===== config.mk =====
export PLATFORM = sky130hd
export DESIGN_NAME = reg_decode_scoreboard
export DESIGN_NICKNAME = d
export VERILOG_FILES = /design/src/rtl/reg_decode_scoreboard.sv
export SDC_FILE = /design/constraint.sdc
export NUM_CORES = 1
export LEC_CHECK = 0
export CORE_MARGIN = 2
export CORE_UTILIZATION = 44
export DETAILED_ROUTE_END_ITERATION = 8
export PLACE_DENSITY = 0.87
export SLEW_MARGIN = 0
export SYNTH_ARGS = -nofsm -noshare
export SYNTH_HDL_FRONTEND = slang
export SYNTH_SLANG_ARGS = --single-unit

===== constraint.sdc =====
create_clock -name clock -period 2.8 [get_ports clock]
set_input_delay 0.28 -clock clock [delete_from_list [all_inputs] [get_ports clock]]
set_output_delay 0.28 -clock clock [all_outputs]
set_load 0.005 [all_outputs]

===== src/rtl/reg_decode_scoreboard.sv =====
// Register-file write decoder with a pending-write scoreboard.
// Tracks in-flight destination writes, throttles issue to busy registers,
// flags RAW hazards on two source ports and produces a registered one-hot
// write enable for the register file.
module reg_decode_scoreboard #(
  parameter int ADDR_W   = 5,
  parameter bit ZERO_REG = 1'b1
) (
  input  logic                clock,
  input  logic                reset,
  input  logic                issue_valid,
  input  logic [ADDR_W-1:0]   issue_addr,
  output logic                issue_ready,
  input  logic                wb_valid,
  input  logic [ADDR_W-1:0]   wb_addr,
  output logic [2**ADDR_W-1:0] we_onehot,
  output logic                wb_err,
  input  logic [ADDR_W-1:0]   rs_addr_a,
  input  logic [ADDR_W-1:0]   rs_addr_b,
  output logic                hazard_a,
  output logic                hazard_b,
  output logic [2**ADDR_W-1:0] busy,
  output logic [ADDR_W:0]     pending_count
);

  localparam int NREG = 2**ADDR_W;
  localparam int CW   = ADDR_W + 1;

  logic            issue_masked;
  logic            wb_masked;
  logic            rs_a_masked;
  logic            rs_b_masked;
  logic            fire;
  logic            inc;
  logic            dec;
  logic            err_next;
  logic [NREG-1:0] set_vec;
  logic [NREG-1:0] clr_vec;
  logic [NREG-1:0] busy_next;

  // Issue acceptance, hazard lookup and next scoreboard state.
  // The set vector is applied after the clear so a same-address issue wins.
  always_comb begin
    issue_masked = ZERO_REG && (issue_addr == '0);
    wb_masked    = ZERO_REG && (wb_addr == '0);
    rs_a_masked  = ZERO_REG && (rs_addr_a == '0);
    rs_b_masked  = ZERO_REG && (rs_addr_b == '0);

    issue_ready  = issue_masked || !busy[issue_addr];
    fire         = issue_valid && issue_ready;

    hazard_a     = !rs_a_masked && busy[rs_addr_a];
    hazard_b     = !rs_b_masked && busy[rs_addr_b];

    set_vec = '0;
    if (fire && !issue_masked) begin
      set_vec[issue_addr] = 1'b1;
    end

    clr_vec = '0;
    if (wb_valid && !wb_masked) begin
      clr_vec[wb_addr] = 1'b1;
    end

    busy_next = (busy & ~clr_vec) | set_vec;

    inc      = fire && !issue_masked;
    dec      = wb_valid && !wb_masked && busy[wb_addr];
    err_next = wb_valid && !wb_masked && !busy[wb_addr];
  end

  // Scoreboard state, count, write-enable decode and error pulse.
  // The clear vector doubles as the one-hot decode of the writeback address.
  always_ff @(posedge clock or posedge reset) begin
    if (reset) begin
      busy          <= '0;
      pending_count <= '0;
      we_onehot     <= '0;
      wb_err        <= 1'b0;
    end else begin
      busy          <= busy_next;
      pending_count <= pending_count + CW'(inc) - CW'(dec);
      we_onehot     <= clr_vec;
      wb_err        <= err_next;
    end
  end

endmodule

==> metrics.md, run 1 <==
| Metric | Value |
|---|---|
| Average vias per placed instance | `5.88` |
| Commonest non-fill, non-tap cells in the layout | `sky130_fd_sc_hd__buf_4, sky130_fd_sc_hd__clkdlybuf4s50_1, sky130_fd_sc_hd__dfrtp_1, sky130_fd_sc_hd__o21ai_0, sky130_fd_sc_hd__nor2_1` |
| Worst setup EP type | `flop` |
| Fraction of registers with async set or reset after synthesis | `1.00` |
| Routability-driven placement congestion ratio | `1.03` |
| Unrepaired setup endpoints after global routing | `yes` |
| Run status | `finished, violations left` |
| Initial Utilization | `0.458` |
| Clock slew seen by the registers of the worst setup and hold paths | `approximately 80 ps` |
| Count of yosys warnings during synthesis | `0` |
| Fraction of the cycle the final worst path needs | `1.06` |
| Critical Path RT | `3070 ps` |
| Max Cap Violations | `0` |
| Count of flip-flops with a built-in enable after synthesis | `0` |
| Antenna diode count | `0` |
| Clock Root Buffer | `sky130_fd_sc_hd__clkbuf_8` |
| Die ar. | `roughly 9300 µm²` |
| Distinct cell type count after synthesis | `43` |
| Site row count | `33` |
| Number of buffers inserted by port buffering | `between 90 and 100` |
| Die Height | `96.7 µm` |
| Setup violation total in the final timing report | `3` |
| Min Tclk post-route | `2960 ps` |
| Total Routed Length | `13500 µm` |
| Overflow left after global routing | `0` |
| Worst path arrival time | `3240 ps` |
| Sequential cell area | `around 1800 µm²` |
| Clock Tree Buf Depth | `2` |
| Worst setup SP type | `flop` |
| Post-layout nets | `581` |
| WL per Instance | `20.5 µm` |
| Wire length of the first global-routing pass | `20900 µm` |
| Worst slew margin relative to its limit | `0.529` |
| Number of remaining DRC errors | `0` |
| Number of filler instances in the final layout | `about 600` |
| Via count of the first global-routing pass | `roughly 3900` |
| Post-synth net total | `379` |
| Vias after detailed routing | `3879` |
| Io pins | `98` |
| Clock sink count | `71` |
| Worst IR Drop VDD | `approximately 0.42 mV` |
| Total non-filler cell area in the finished layout | `5950 µm²` |
| Commonest non-fill, non-tap cell in the layout | `sky130_fd_sc_hd__buf_4` |
| Initial antenna violation count | `0` |
| Core region area | `8260 µm²` |
| Setup Slack @ Placement | `-881 ps` |
| Remaining antenna violation count | `0` |
| Largest net degree at the start of global routing | `38` |
| Path type of the worst min-delay path | `input port to asynchronous set/reset pin` |
| Latest clock arrival within the worst-skew pair | `350 ps` |
| Worst Slack Setup Final | `-162 ps` |
| Total half-perimeter wirelength after legalization and detailed placement | `9650 µm` |
| Syn-to-layout area delta | `57.5%` |
| Achievable clock frequency | `338 MHz` |
| Fraction of final layout cells sized beyond drive strength 1 | `0.310` |
| Sequential share of the synthesized area | `0.470` |
| CTS Buf Count | `9` |
| Clock tree skew after final layout | `between 10 and 15 ps` |
| Prevailing post-synth register cell | `sky130_fd_sc_hd__dfrtp_1` |
| Total global-route track usage | `0.287` |
| Slew of the pin with the lowest slew margin | `705 ps` |
| Syn Area/Cell | `10.9 µm²` |
| Total power after layout | `4040 µW` |
| Hold Vio Cnt, Final | `0` |
| Post-synthesis instance total | `348` |
| H-tree level count | `3` |
| Horiz. Die Dim | `96.7 µm` |
| Cts hold-fix bufs | `0` |
| Number of standard cells in the layout, taps in and fillers out | `660` |
| Final slew viol count | `0` |
| Cell area power density | `678 nW/µm²` |
| Multi-input combinational cell area | `about 1900 µm²` |
| Maximum net fanout on the critical path | `4` |
| Fin Hold WS | `about 360 ps` |
| Number of detailed-route iterations in the first pass | `5` |
| Inst Count DP | `630` |
| Placed cell areas | `5610 µm²` |
| 1st-iter DRT viols | `395` |
| Clock tree from TritonCTS | `built` |
| Number of synthesized register bits | `71` |
| Start-to-end type of the worst setup path | `flop to flop` |
| Combined area of all synthesized cells | `3780 µm²` |
| Violated checks | `setup timing` |
| Leakage power | `0.00266 µW` |
==> synthesized netlist by cell type (3+ instances only) <==
library cell	n	share of area
sky130_fd_sc_hd__a21oi_1	7	0.0093
sky130_fd_sc_hd__a32o_1	3	0.0079
sky130_fd_sc_hd__buf_1	4	0.0040
sky130_fd_sc_hd__clkbuf_1	17	0.017
sky130_fd_sc_hd__dfrtp_1	71	0.47
sky130_fd_sc_hd__ha_1	6	0.020
sky130_fd_sc_hd__inv_1	12	0.012
sky130_fd_sc_hd__mux2i_1	14	0.037
sky130_fd_sc_hd__mux4_2	24	0.14
sky130_fd_sc_hd__nand2_1	14	0.014
sky130_fd_sc_hd__nand3_1	9	0.012
sky130_fd_sc_hd__nand3b_1	7	0.014
sky130_fd_sc_hd__nor2_1	42	0.042
sky130_fd_sc_hd__nor2b_1	7	0.012
sky130_fd_sc_hd__nor3_1	5	0.0066
sky130_fd_sc_hd__nor3b_1	3	0.0060
sky130_fd_sc_hd__o21ai_0	56	0.074
sky130_fd_sc_hd__o22ai_1	7	0.012
sky130_fd_sc_hd__xnor2_1	4	0.0093
==> cells by family (layout without fill, tap and decap cells) <==
kind of cell    count (synthesis)  in the layout  share of synthesized area
mux                            40             40                      0.186
compound gates                 89             89                      0.135
buf+inv                        34            241                     0.0348
xor+xnor                        5              5                     0.0116
fa+ha+maj                       7              7                     0.0252
flops                          71             71                      0.470
simple gates                  101            101                      0.137
other cells                     1              1                   0.000992
==> flip-flops by register name, indices dropped and copies added (netlist names) <==
signal and flops:
wb_err 1, busy 32, pending_count 6, we_onehot 32
==> layout make-up <==
class                           count  area share
Sequential cell                    71       0.299
Clock inverter                      5     0.00567
Tap cell                          105      0.0221
Inverter                           12     0.00757
Timing Repair Buffer              213       0.324
Clock buffer                       11      0.0221
Multi-Input combinational cell    243       0.320
==> stage by stage <==
stage          TNS, ps  utilization
5_1_grt           -559        0.721
4_1_cts           -219        0.713
3_3_place_gp     -3520        0.679
6_report          -339        0.721
3_5_place_dp     -4350        0.679
2_1_floorplan     -255            -
==> power by group <==
group / total (µW) / internal (µW) / switching, µW
registers: 1380 / 1210 / 165
clock network: 716 / 322 / 394
logic: 1940 / 1140 / 810
total: 4040 / 2670 / 1370
==> layer usage <==
metal	vias to the layer above	share of wire	global-route usage
met2	285	0.47	0.459
li1	1676	-	-
met3	71	0.11	0.0701
met1	1847	0.38	0.375
met4	0	0.043	0.125
met5	-	0	0
==> worst max-delay path, stage by stage, from the launching register on <==
cell and delay, ps:
sky130_fd_sc_hd__dfrtp_1 470, sky130_fd_sc_hd__mux4_2 480, sky130_fd_sc_hd__a32o_1 240, sky130_fd_sc_hd__a211oi_2 160, sky130_fd_sc_hd__o21ai_1 140, sky130_fd_sc_hd__nor2b_1 160, sky130_fd_sc_hd__ha_1 280, sky130_fd_sc_hd__inv_2 40
sky130_fd_sc_hd__ha_4 160, sky130_fd_sc_hd__fa_2 350, sky130_fd_sc_hd__a21oi_2 120, sky130_fd_sc_hd__nor2_1 50, sky130_fd_sc_hd__nor2_1 110, sky130_fd_sc_hd__xnor2_1 130
==> timing repair <==
action / in CTS / in global routing
setup buffers: 7 / 6
endpoints found under the setup margin: 7 / 6
pin swaps: 6 / 1
gates resized for setup: 11 / 7
cloned: 1 / 0
==> path summary, 6_finish.rpt <==
path	slack [ps]	cells past startpoint	start	end
max	-160	13	busy[17]	pending_count[4]
max reg2reg	-160	13	busy[17]	pending_count[4]
min reg2reg	580	1	pending_count[0]	pending_count[0]
min	360	2	reset	busy[29]
max in group asynchronous	1680	3	reset	busy[18]
min in group clock	580	1	pending_count[0]	pending_count[0]
Power figures use the tool's default switching activity.
==> run 2: changes to the inputs <==
RECOVER_POWER = 50   (was not set)
==> run 2 against run 1 <==
  * Clock power about the same
  * Sequential cell count did not move
  * Via count decreased by 1.1%
  * Critical path type unchanged
  * Final area decreased by 0.55%
  * Highest routed layer unchanged
  * Sequential share of layout area up 0.16 points
  * Clock skew increased by 1.5 ps
  * First-iteration DRC count decreased by 15%
  * Critical endpoint unchanged
  * The flow still finishes with violations (setup timing)
==> metrics.md, run 2 (synthesized netlist as in run 1, its figures left out) <==
| Metric | Value |
|---|---|
| Slowest cell on the critical path | `sky130_fd_sc_hd__mux4_2` |
| Number of standard cells in the layout, taps in and fillers out | `660 (unchanged)` |
| Delay contributed by the slowest stage of the critical path | `480 ps (about the same)` |
| Sequential cell area | `1780 µm² (unchanged)` |
| Min Tclk post-route | `2960 ps (unchanged)` |
| CTS Buf Count | `9 (unchanged)` |
| Reg2reg setup slack | `-160 ps (about the same)` |
| Number of filler instances in the final layout | `611 (+2.2%)` |
| Worst IR Drop VDD | `0.416 mV (-0.37%)` |
| Gate family responsible for the most delay along the worst path | `adder cells` |
| Worst setup EP type | `flop` |
| Post-layout nets | `581 (unchanged)` |
| Violated checks | `setup timing` |
| Horiz. Die Dim | `96.7 µm (unchanged)` |
| Cell area power density | `681 nW/µm² (+0.33%)` |
| Total global-route track usage | `0.287 (unchanged)` |
| Syn-to-layout area delta | `56.6%` |
| Largest net degree at the start of global routing | `38 (unchanged)` |
| Number of buffers inserted by port buffering | `97 (unchanged)` |
| Fraction of the core area covered by cells at the end of the flow | `0.717 (-0.00394)` |
| Latest clock arrival within the worst-skew pair | `360 ps (about the same)` |
| Cell breakdown of the critical path | `mux4_2 -> a32o_1 -> a211oi_2 -> o21ai_1 -> nor2b_1 -> ha_1 -> inv_2 -> ha_4 -> fa_2 -> a21oi_2 -> nor2_1 -> nor2_1 -> xnor2_1` |
| Path type of the worst min-delay path | `flop to flop` |
| Max Cap Violations | `0 (unchanged)` |
| Site row count | `33 (unchanged)` |
| Die ar. | `9350 µm² (unchanged)` |
| Critical path buffers and inverters | `1 (unchanged)` |
| Slew of the pin with the lowest slew margin | `1270 ps (+569 ps)` |
| Initial Utilization | `0.458 (unchanged)` |
| Fraction of final layout cells sized beyond drive strength 1 | `0.294 (-0.0162)` |
| Die Height | `96.7 µm (unchanged)` |
| Commonest non-fill, non-tap cell in the layout | `sky130_fd_sc_hd__buf_4` |
| Clock Tree Buf Depth | `2 (unchanged)` |
| Commonest non-fill, non-tap cells in the layout | `sky130_fd_sc_hd__buf_4, sky130_fd_sc_hd__clkdlybuf4s50_1, sky130_fd_sc_hd__dfrtp_1, sky130_fd_sc_hd__o21ai_0, sky130_fd_sc_hd__nor2_1` |
| Overflow left after global routing | `0 (unchanged)` |
| Io pins | `98 (unchanged)` |
| Critical Path RT | `3080 ps (about the same)` |
| Worst slew margin relative to its limit | `0.150 (-0.379)` |
| Hold Vio Cnt, Final | `0 (unchanged)` |
| Number of detailed-route iterations in the first pass | `5 (unchanged)` |
| Vias after detailed routing | `3836 (-1.1%)` |
| Leakage power | `0.00268 µW (+0.75%)` |
| Worst path arrival time | `3240 ps (about the same)` |
| Worst Slack Setup Final | `-162 ps (unchanged)` |
| HP Start | `pending_count[0]` |
| Total Routed Length | `13500 µm (-0.30%)` |
| Total half-perimeter wirelength after legalization and detailed placement | `9650 µm (unchanged)` |
| Critical R2R Capture | `pending_count[4]` |
| Number of remaining DRC errors | `0 (unchanged)` |
| Worst setup SP type | `flop` |
| Hold Path Depth | `1` |
| Worst reg-to-reg path cell count | `13 (unchanged)` |
| 1st-iter DRT viols | `336 (-15%)` |
| Final slew viol count | `0 (unchanged)` |
| Multi-input combinational cell area | `1910 µm² (unchanged)` |
| Setup violation total in the final timing report | `3 (unchanged)` |
| Core region area | `8260 µm² (unchanged)` |
| Unrepaired setup endpoints after global routing | `yes` |
| Fraction of the cycle the final worst path needs | `1.06 (unchanged)` |
| Run status | `finished, violations left` |
| Inst Count DP | `630 (unchanged)` |
| Routability-driven placement congestion ratio | `1.03 (unchanged)` |
| Clock slew seen by the registers of the worst setup and hold paths | `80 ps (about the same)` |
| Wire length of the first global-routing pass | `20900 µm (unchanged)` |
| FF-to-FF Start | `busy[17]` |
| Endpoint of the worst hold path | `pending_count[0]` |
| Maximum net fanout on the critical path | `4 (unchanged)` |
| WL per Instance | `20.4 µm (-0.30%)` |
| Clock tree skew after final layout | `13.3 ps (+1.52 ps)` |
| Start-to-end type of the worst setup path | `flop to flop` |
| Regs by FF count | `busy x32, we_onehot x32, pending_count x6` |
| Achievable clock frequency | `338 MHz (unchanged)` |
| Via count of the first global-routing pass | `3947 (unchanged)` |
| H-tree level count | `3 (unchanged)` |
| Average vias per placed instance | `5.81 (-1.1%)` |
| Clock tree from TritonCTS | `built` |
| Clock sink count | `71 (unchanged)` |
| Initial antenna violation count | `0 (unchanged)` |
| Worst path most repeated cell | `sky130_fd_sc_hd__nor2_1` |
| Remaining antenna violation count | `0 (unchanged)` |
| Antenna diode count | `0 (unchanged)` |
| Clock Root Buffer | `sky130_fd_sc_hd__clkbuf_8` |
[run 2: cell count changes in the layout (fill, tap and decap cells not counted), moves of 2 or more]
cell and delta:
sky130_fd_sc_hd__buf_4 -10, sky130_fd_sc_hd__and2_1 -2, sky130_fd_sc_hd__clkdlybuf4s50_1 -17, sky130_fd_sc_hd__and2_0 +2, sky130_fd_sc_hd__dlygate4sd3_1 +17, sky130_fd_sc_hd__clkbuf_1 +8
[run 2: timing repair]
| item | CTS | global route |
|---|---|---|
| hold buffers | 0 | 0 |
| resized for setup | 11 | 7 |
| cloned | 1 | 0 |
| pin swaps | 6 | 1 |
| setup buffers | 7 | 6 |
| endpoints found under the setup margin | 7 | 6 |
[run 2: where the power goes]
group          total (µW)  internal, µW  switching, µW
clock network         719           322            397
registers            1380          1210            165
logic                1930          1130            806
[run 2: final cells by class]
cell class / instances / area share
inverter: 12 / 0.00761
clock inverter: 5 / 0.00571
sequential: 71 / 0.301
clock buffer: 11 / 0.0222
timing repair buffer: 213 / 0.320
tap: 105 / 0.0222
multi-input combinational: 243 / 0.322
[run 2: layer usage]
layer | part of all wire | GRT usage | vias up
met1 | 0.38 | 0.375 | 1846
met5 | 0 | 0 | -
met2 | 0.47 | 0.459 | 254
li1 | - | - | 1672
met3 | 0.11 | 0.0701 | 64
met4 | 0.038 | 0.125 | 0
[run 2: metrics by stage]
| stage | TNS [ps] | area, µm² | hold slack [ps] | power, µW | worst slack (ps) |
|---|---|---|---|---|---|
| 3_3_place_gp | -3520 | 5610 | 540 | 3140 | -749 |
| 3_5_place_dp | -4350 | 5610 | 559 | 3220 | -881 |
| 6_report | -342 | 5920 | 579 | 4030 | -162 |
| 5_1_grt | -643 | 5920 | 607 | 4220 | -257 |
| 2_1_floorplan | -255 | 3810 | 412 | 2180 | -143 |
| 4_1_cts | -219 | 5890 | 364 | 3980 | -111 |
[run 2: how the worst max path moves through the flow]
stage | start | endpoint | slack [ps] | cells past startpoint
CTS | busy[19] | pending_count[4] | -110 | 13
finish | busy[17] | pending_count[4] | -160 | 13
detailed placement | wb_addr[0] | pending_count[5] | -880 | 14
global route | wb_addr[2] | pending_count[5] | -260 | 15
floorplan | issue_addr[0] | pending_count[4] | -140 | 13
global placement | wb_addr[0] | pending_count[4] | -750 | 14
